**config.mk**
```make
export PLATFORM = sky130hd
export DESIGN_NAME = sd_block_arbiter
export DESIGN_NICKNAME = d
export VERILOG_FILES = /design/src/rtl/sd_block_arbiter.sv
export SDC_FILE = /design/constraint.sdc
export NUM_CORES = 1
export LEC_CHECK = 0
export ABC_AREA = 1
export ABC_CLOCK_PERIOD_IN_PS = 1750
export CORE_MARGIN = 1
export CORE_UTILIZATION = 45
export DETAILED_ROUTE_END_ITERATION = 7
export HOLD_SLACK_MARGIN = 0.03
export PLACE_DENSITY = 0.82
export SETUP_SLACK_MARGIN = 0.02
export SYNTH_ARGS = -nofsm -noshare
export SYNTH_HDL_FRONTEND = slang
export SYNTH_SLANG_ARGS = --single-unit
```
**constraint.sdc**
```tcl
create_clock -name i_clk -period 1.75 [get_ports i_clk]
set_input_delay 0.4375 -clock i_clk [delete_from_list [all_inputs] [get_ports i_clk]]
set_output_delay 0.4375 -clock i_clk [all_outputs]
set_load 0.01 [all_outputs]
```
**src/rtl/sd_block_arbiter.sv**
```systemverilog
// sd_block_arbiter
// Shares one SPI-mode SD card controller between two block clients. Whole
// block transfers are granted round-robin. The block index is turned into a
// controller address, bytes are streamed to or from the granted client, read
// bytes are counted, and a stalled transfer is aborted by a timeout.
//
// Ports
//   i_clk, i_reset            clock, synchronous active-high reset
//   i_req[1:0]                per-client request level, held until o_done
//   i_we[1:0]                 per-client direction (1 = write), sampled at grant
//   i_block0/1                per-client block index, sampled at grant
//   i_wdata0/1                per-client write byte, presented after o_wstrb
//   o_grant[1:0]              one-hot owner of the controller
//   o_rdata, o_rvalid[1:0]    read byte and per-client valid pulse
//   o_wstrb[1:0]              per-client request for the next write byte
//   o_done[1:0], o_err        transfer finished pulse, error pulse
//   o_sd_reset                one-cycle controller reset on timeout
//   o_sd_rd_en, o_sd_wr_en    controller command enables
//   o_sd_addr, o_sd_wdata     controller address and write byte
//   i_sd_ready, i_sd_rdata    controller idle flag and read byte
//   i_sd_byte_avai            controller read byte strobe
//   i_sd_ready_wr             controller write byte request (level)
module sd_block_arbiter #(
    parameter int unsigned ADDR_SHIFT     = 9,
    parameter int unsigned BLOCK_BYTES    = 512,
    parameter int unsigned TIMEOUT_CYCLES = 50_000_000
) (
    input  logic        i_clk,
    input  logic        i_reset,
    input  logic [1:0]  i_req,
    input  logic [1:0]  i_we,
    input  logic [22:0] i_block0,
    input  logic [22:0] i_block1,
    input  logic [7:0]  i_wdata0,
    input  logic [7:0]  i_wdata1,
    output logic [1:0]  o_grant,
    output logic [7:0]  o_rdata,
    output logic [1:0]  o_rvalid,
    output logic [1:0]  o_wstrb,
    output logic [1:0]  o_done,
    output logic        o_err,
    output logic        o_sd_reset,
    output logic        o_sd_rd_en,
    output logic        o_sd_wr_en,
    output logic [31:0] o_sd_addr,
    output logic [7:0]  o_sd_wdata,
    input  logic        i_sd_ready,
    input  logic [7:0]  i_sd_rdata,
    input  logic        i_sd_byte_avai,
    input  logic        i_sd_ready_wr
);

    localparam int unsigned TW = $clog2(TIMEOUT_CYCLES + 2);
    localparam int unsigned CW = 10;
    localparam logic [CW-1:0] CNT_MAX   = '1;
    localparam logic [CW-1:0] BLOCK_CNT = CW'(BLOCK_BYTES);

    typedef enum logic [2:0] {
        S_IDLE,
        S_ISSUE,
        S_WAIT_BUSY,
        S_XFER,
        S_FINISH,
        S_RECOVER
    } state_t;

    state_t         state;
    logic           ptr;        // preferred client for the next tie
    logic           gnt_idx;    // index of the granted client
    logic           we_q;
    logic [TW-1:0]  timer;
    logic [CW-1:0]  byte_cnt;
    logic           avai_q;
    logic           ready_wr_q;
    logic           wstrb_d;

    // Arbitration choice: preferred client if it asks, otherwise the other one.
    logic           sel_c;
    logic           we_sel_c;
    logic [22:0]    blk_sel_c;
    logic [31:0]    addr_c;
    logic           avai_rise_c;
    logic           wr_rise_c;
    logic           active_c;
    logic           timeout_c;

    assign sel_c       = i_req[ptr] ? ptr : !ptr;
    assign we_sel_c    = i_we[sel_c];
    assign blk_sel_c   = sel_c ? i_block1 : i_block0;
    assign addr_c      = 32'({9'b0, blk_sel_c} << ADDR_SHIFT);
    assign avai_rise_c = i_sd_byte_avai && !avai_q;
    assign wr_rise_c   = i_sd_ready_wr && !ready_wr_q;
    assign active_c    = (state == S_ISSUE) || (state == S_WAIT_BUSY) || (state == S_XFER);
    // Fires on the TIMEOUT_CYCLES-th active cycle after the grant.
    assign timeout_c   = timer <= TW'(1);

    // Arbiter FSM, byte streaming and timeout.
    always_ff @(posedge i_clk) begin
        if (i_reset) begin
            state      <= S_IDLE;
            ptr        <= 1'b0;
            gnt_idx    <= 1'b0;
            we_q       <= 1'b0;
            timer      <= '0;
            byte_cnt   <= '0;
            avai_q     <= 1'b0;
            ready_wr_q <= 1'b0;
            wstrb_d    <= 1'b0;
            o_grant    <= '0;
            o_rdata    <= '0;
            o_rvalid   <= '0;
            o_wstrb    <= '0;
            o_done     <= '0;
            o_err      <= 1'b0;
            o_sd_reset <= 1'b0;
            o_sd_rd_en <= 1'b0;
            o_sd_wr_en <= 1'b0;
            o_sd_addr  <= '0;
            o_sd_wdata <= '0;
        end else begin
            avai_q     <= i_sd_byte_avai;
            ready_wr_q <= i_sd_ready_wr;
            wstrb_d    <= |o_wstrb;
            o_rvalid   <= '0;
            o_wstrb    <= '0;
            o_done     <= '0;
            o_err      <= 1'b0;
            o_sd_reset <= 1'b0;

            // The client presents its byte the cycle after seeing o_wstrb.
            if (wstrb_d) begin
                o_sd_wdata <= gnt_idx ? i_wdata1 : i_wdata0;
            end

            if (active_c && timeout_c) begin
                o_sd_reset <= 1'b1;
                o_done     <= o_grant;
                o_err      <= 1'b1;
                o_grant    <= '0;
                o_sd_rd_en <= 1'b0;
                o_sd_wr_en <= 1'b0;
                state      <= S_RECOVER;
            end else begin
                if (active_c) begin
                    timer <= timer - TW'(1);
                end
                case (state)
                    S_IDLE: begin
                        if (i_sd_ready && (|i_req)) begin
                            gnt_idx    <= sel_c;
                            ptr        <= !sel_c;
                            we_q       <= we_sel_c;
                            o_sd_addr  <= addr_c;
                            o_grant    <= sel_c ? 2'b10 : 2'b01;
                            timer      <= TW'(TIMEOUT_CYCLES);
                            byte_cnt   <= '0;
                            o_sd_rd_en <= !we_sel_c;
                            o_sd_wr_en <= we_sel_c;
                            state      <= S_ISSUE;
                        end
                    end
                    S_ISSUE: begin
                        // Controller accepted the command once it leaves ready.
                        if (!i_sd_ready) begin
                            o_sd_rd_en <= 1'b0;
                            o_sd_wr_en <= 1'b0;
                            state      <= S_WAIT_BUSY;
                        end
                    end
                    S_WAIT_BUSY: begin
                        state <= S_XFER;
                    end
                    S_XFER: begin
                        if (!we_q && avai_rise_c) begin
                            o_rdata <= i_sd_rdata;
                            // Bytes beyond the block are CRC and stay hidden.
                            if (byte_cnt < BLOCK_CNT) begin
                                o_rvalid <= o_grant;
                            end
                            if (byte_cnt != CNT_MAX) begin
                                byte_cnt <= byte_cnt + CW'(1);
                            end
                        end
                        if (we_q && wr_rise_c) begin
                            o_wstrb <= o_grant;
                        end
                        if (i_sd_ready) begin
                            state <= S_FINISH;
                        end
                    end
                    S_FINISH: begin
                        o_done  <= o_grant;
                        o_err   <= !we_q && (byte_cnt < BLOCK_CNT);
                        o_grant <= '0;
                        state   <= S_IDLE;
                    end
                    S_RECOVER: begin
                        // Controller is re-initialising after o_sd_reset.
                        if (i_sd_ready) begin
                            state <= S_IDLE;
                        end
                    end
                    default: begin
                        state <= S_IDLE;
                    end
                endcase
            end
        end
    end

endmodule

```
==> reports/results.txt <==
The tools report the overall power consumption as 8.926 mW. At the worst endpoint, the required time is 1.31 ns. Once routing completed, OpenROAD measured the worst setup slack at 0.04799 ns. The run finished with clean final reports. Count of final max-slew check failures: 0. The utilization after layout came out at 0.6729.

The worst setup path is captured at an output pin. The clock slew at the register clock pins of the worst setup and hold paths is 0.10 ns, and the hold violation total from the final report is 0. The tools report the startpoint of the worst-slack reg-to-reg timing path as timer[15]$_SDFFE_PP0N_. The compound-gate portion of the synthesized area is 0.1074.

The floorplan step defined a core boundary enclosing 10320 sq um. The period utilization is 0.9726, and the clock latency reported for the late side of the worst-skew pair is 0.38 ns. Dividing the detail-routed via count by the number of cells gives 5.020.

In this run the number of H-tree levels came out at 3. For this block, the initial DRC count from the detailed router was 358. From synthesis to final layout, the design area changed by 44.36%. After the last flow step, the layout net total stands at 964. The mux cell area share after synthesis is 0, and the number of antenna cells inserted is 0.

For the overall overflow remaining after global route, the log shows 0. The total buffers and inverters traversed by the critical path came out at 1. Primary flip-flop cell chosen by synthesis mapping: sky130_fd_sc_hd__dfxtp_1. In the final timing run, aggregate negative setup slack is 0 ns.

In this run the cell area of the synthesized design comes to 4812 sq um. The mean routed wirelength per cell was 12.94 um; the largest clock skew in the final design was 0.01356 ns. Internal power contribution: 5.166 mW. Synthesis produced 708 cells. Cell family with the largest share of critical-path delay: buffers and inverters. The share of total power consumed by net switching is 0.4213, and the part of the total power dissipated in sequential elements is 0.328. The final HPWL from detailed placement is 9990 um. The worst hold path begins at o_grant[1]$_SDFFE_PP0P_. The share of power burned in combinational logic was 0.509; the initial cell density of the core was 0.4661. The final RePlAce weighted congestion is 0.8904. The count of pins on the block boundary was 139. The number of placement rows was 37; the proportion of synthesized chip area in sequential cells was 0.3994.

The share of synthesized cell area in full adder, half adder and majority cells was 0.007800; the worst vdd rail ir drop was 0.5544 mV. Biggest cell delay along the critical path: 0.54 ns. For this run, design rule violations remaining after detail routing come to 0.

The count of distinct cell types in the synthesized netlist is 43, and the time the worst path needs with I/O delays and setup is 1.702 ns. The pin slew with the least headroom to its limit was 0.5664 ns; the worst slack after detailed placement was -0.3251 ns. The count of nets left with antenna violations once routing finished came out at 0.

For the via count of the first global-routing pass, the log shows 4636. The number of enable flip-flop cells after synthesis was 0; the full die area was 11110 sq um. Across the run, the number of max-cap violations was 0. The tools report the final wirelength as 13220 um. The main combinational cell family by area after synthesis was simple AND/OR/NAND/NOR gates. The run gives 1005 as the number of cells after detailed placement.

The headroom to the max-slew limit was 0.6175. The endpoint identified for the worst register-to-register timing path is timer[5]$_SDFFE_PP0N_. No sink is reached through more buffers than the 2 on the longest clock path. The first detailed-routing pass ran for 5 iterations. The root buffer cell was sky130_fd_sc_hd__clkbuf_8. Ratio of cells with drive above 1 in the final layout: 0.1366. The run gives 0 as the number of setup violations in the final report.

STA classifies the critical path startpoint as a flop. The flop-to-flop setup slack came out at 0.08 ns. The count of cells in the finished layout, fillers not included, comes to 1022. The logs give 5130 for the count of vias placed by the detailed router and 0.2374 for the overall track demand over capacity in global routing. Width of the die: 105.4 um.

The critical path goes through clkdlybuf4s50_1. The synthesized-area fraction occupied by xor and xnor cells works out to 0.02366. Of all nets on the critical path, the largest fanout is 2.

For this design, the CTS-stage hold fixing added 0 buffers. Share of flip-flops with an asynchronous set or reset after synthesis: 0. The share of synthesized cell area in and, or, nand and nor gates was 0.3632. The worst hold-check path type was flop to flop. The clock network fraction of design power is 0.163.

The pin count of the biggest net entering global routing is 48, and the data arrival at the endpoint of the critical path is 1.26 ns. The largest individual stage delay along the critical path comes from the cell sky130_fd_sc_hd__clkdlybuf4s50_1. The depth of the most critical reg-to-reg path was 11.

For this design the static power due to leakage is 3.394 nW. In this run the power density over the cells is 1285 nW/um^2. The number of sinks driven by the clock tree is 96, and the switching power total is 3.760 mW. For this run, the number of Yosys warnings is 0.

Setup repair after global routing could not meet its margin everywhere. After synthesis the netlist holds a flip-flop and latch count of 96. Dividing the synthesized area by the synthesized cell count gives 6.797 sq um.

The tools report the initial antenna violation count as 0. The end point of the most critical hold path is o_done[1]$_SDFF_PP0_. The die is 105.4 um tall. The number of I/O port buffers was 129. TritonCTS built the clock tree. The first global-routing pass estimated 21350 um of wire.

The critical path in this run is classified as flop to output pin. Based on the critical path, the design can be clocked at up to 587.5 MHz. Counting instances, the worst hold path has a depth of 2. The run gives 9 as the TritonCTS buffer count.
## through the flow
step / hold slack [ns] / instance area (sq um)
floorplan: 0.4436 / 4842
finish: 0.4662 / 6947
detailed placement: 0.4554 / 6563
global placement: 0.4443 / 6563
CTS: 0.4690 / 6753
global route: 0.4973 / 6947
## timing repair
action	CTS	global route
endpoints found under the hold margin	0	0
pin swaps	0	3
buffers inserted	0	2
gates resized for setup	14	55
endpoints found under the setup margin	45	72
## final cells by class
class	instances	area [sq um]
sequential	96	1927
clock buffer	9	123.9
timing repair buffer	188	1809
inverter	75	284.0
multi-input combinational	512	2564
fill	863	3377
clock inverter	6	68.82
tap	136	170.2
## metal layers
layer  track usage  up-vias  routed length [um]
met1        0.2936     2316                5736
met3       0.05999       36                 772
li1              -     2604                   -
met5             0        -                   0
met4       0.09356        0                 376
met2        0.3943      174                6335
## synth_stat cells (3+ instances only)
cell type / count / area [sq um]
sky130_fd_sc_hd__a22oi_1: 7 / 52.55
sky130_fd_sc_hd__xor2_1: 10 / 87.58
sky130_fd_sc_hd__nor2_1: 104 / 390.4
sky130_fd_sc_hd__nor3_1: 14 / 70.07
sky130_fd_sc_hd__buf_2: 7 / 35.03
sky130_fd_sc_hd__clkbuf_1: 10 / 37.54
sky130_fd_sc_hd__xnor2_1: 3 / 26.28
sky130_fd_sc_hd__nand2_1: 198 / 743.2
sky130_fd_sc_hd__nor2_2: 3 / 18.77
sky130_fd_sc_hd__inv_1: 69 / 259.0
sky130_fd_sc_hd__nand3_1: 45 / 225.2
sky130_fd_sc_hd__dfxtp_1: 96 / 1922
sky130_fd_sc_hd__a21oi_1: 31 / 155.2
sky130_fd_sc_hd__buf_4: 15 / 112.6
sky130_fd_sc_hd__inv_2: 5 / 18.77
sky130_fd_sc_hd__nand2_2: 3 / 18.77
sky130_fd_sc_hd__o21ai_0: 7 / 35.03
sky130_fd_sc_hd__nand4_1: 12 / 75.07
sky130_fd_sc_hd__a31oi_1: 19 / 118.9
sky130_fd_sc_hd__nor2_4: 4 / 45.04
sky130_fd_sc_hd__o211ai_1: 13 / 97.59
sky130_fd_sc_hd__ha_1: 3 / 37.54
sky130_fd_sc_hd__nand3b_1: 5 / 37.54
## layout by cell type, fill, tap and decap left out, drive strengths merged, types with 12 or more instances in the layout
cell           netlist  routed
a21oi               31      31
a31oi               19      19
buf                 23      60
clkdlybuf4s50        0      94
dfxtp               96      96
dlymetal6s2s         0      24
inv                 74      75
nand2              203     203
nand3               46      46
nand4               12      12
nor2               112     112
nor3                16      16
o211ai              13      13
## flip-flops by register name, indices dropped and copies added (netlist names), 2 cells and up
signal,count
timer,26
o_wstrb,2
o_grant,2
o_sd_wdata,8
o_rdata,8
state,3
o_sd_addr,23
o_rvalid,2
o_done,2
byte_cnt,10
## power by group through the flow
stage	clock network (mW)	registers, mW	logic (mW)
floorplan	0	2.96	2.65
global placement	0	2.94	4.20
detailed placement	0	2.95	4.28
CTS	1.48	2.90	4.32
global route	1.58	2.99	5.00
finish	1.45	2.93	4.54
## worst max path at each step
| stage | endpoint | startpoint | cells after the start |
|---|---|---|---|
| 2_1_floorplan | o_rdata[0]$_SDFFE_PP0P_ | timer[0]$_SDFFE_PP0N_ | 11 |
| 5_1_grt | timer[5]$_SDFFE_PP0N_ | timer[1]$_SDFFE_PP0N_ | 12 |
| 4_1_cts | byte_cnt[7]$_SDFFE_PP0P_ | timer[0]$_SDFFE_PP0N_ | 11 |
| 3_5_place_dp | state[2]$_SDFFE_PP0P_ | i_req[1] | 8 |
| 3_3_place_gp | state[2]$_SDFFE_PP0P_ | i_req[1] | 8 |
| 6_report | o_sd_wdata[7] | o_sd_wdata[7]$_SDFFE_PP0P_ | 1 |
## logic make-up (layout without fill, tap and decap cells)
group                    Yosys count  count (layout)
AO/OA/AOI/OAI                     85              85
XOR/XNOR                          13              13
adder cells (fa/ha/maj)            3               3
buffers and inverters            108             278
flip-flops                        96              96
other                              1               9
AND/OR/NAND/NOR                  402             402
(Power assumes the default switching activity.)
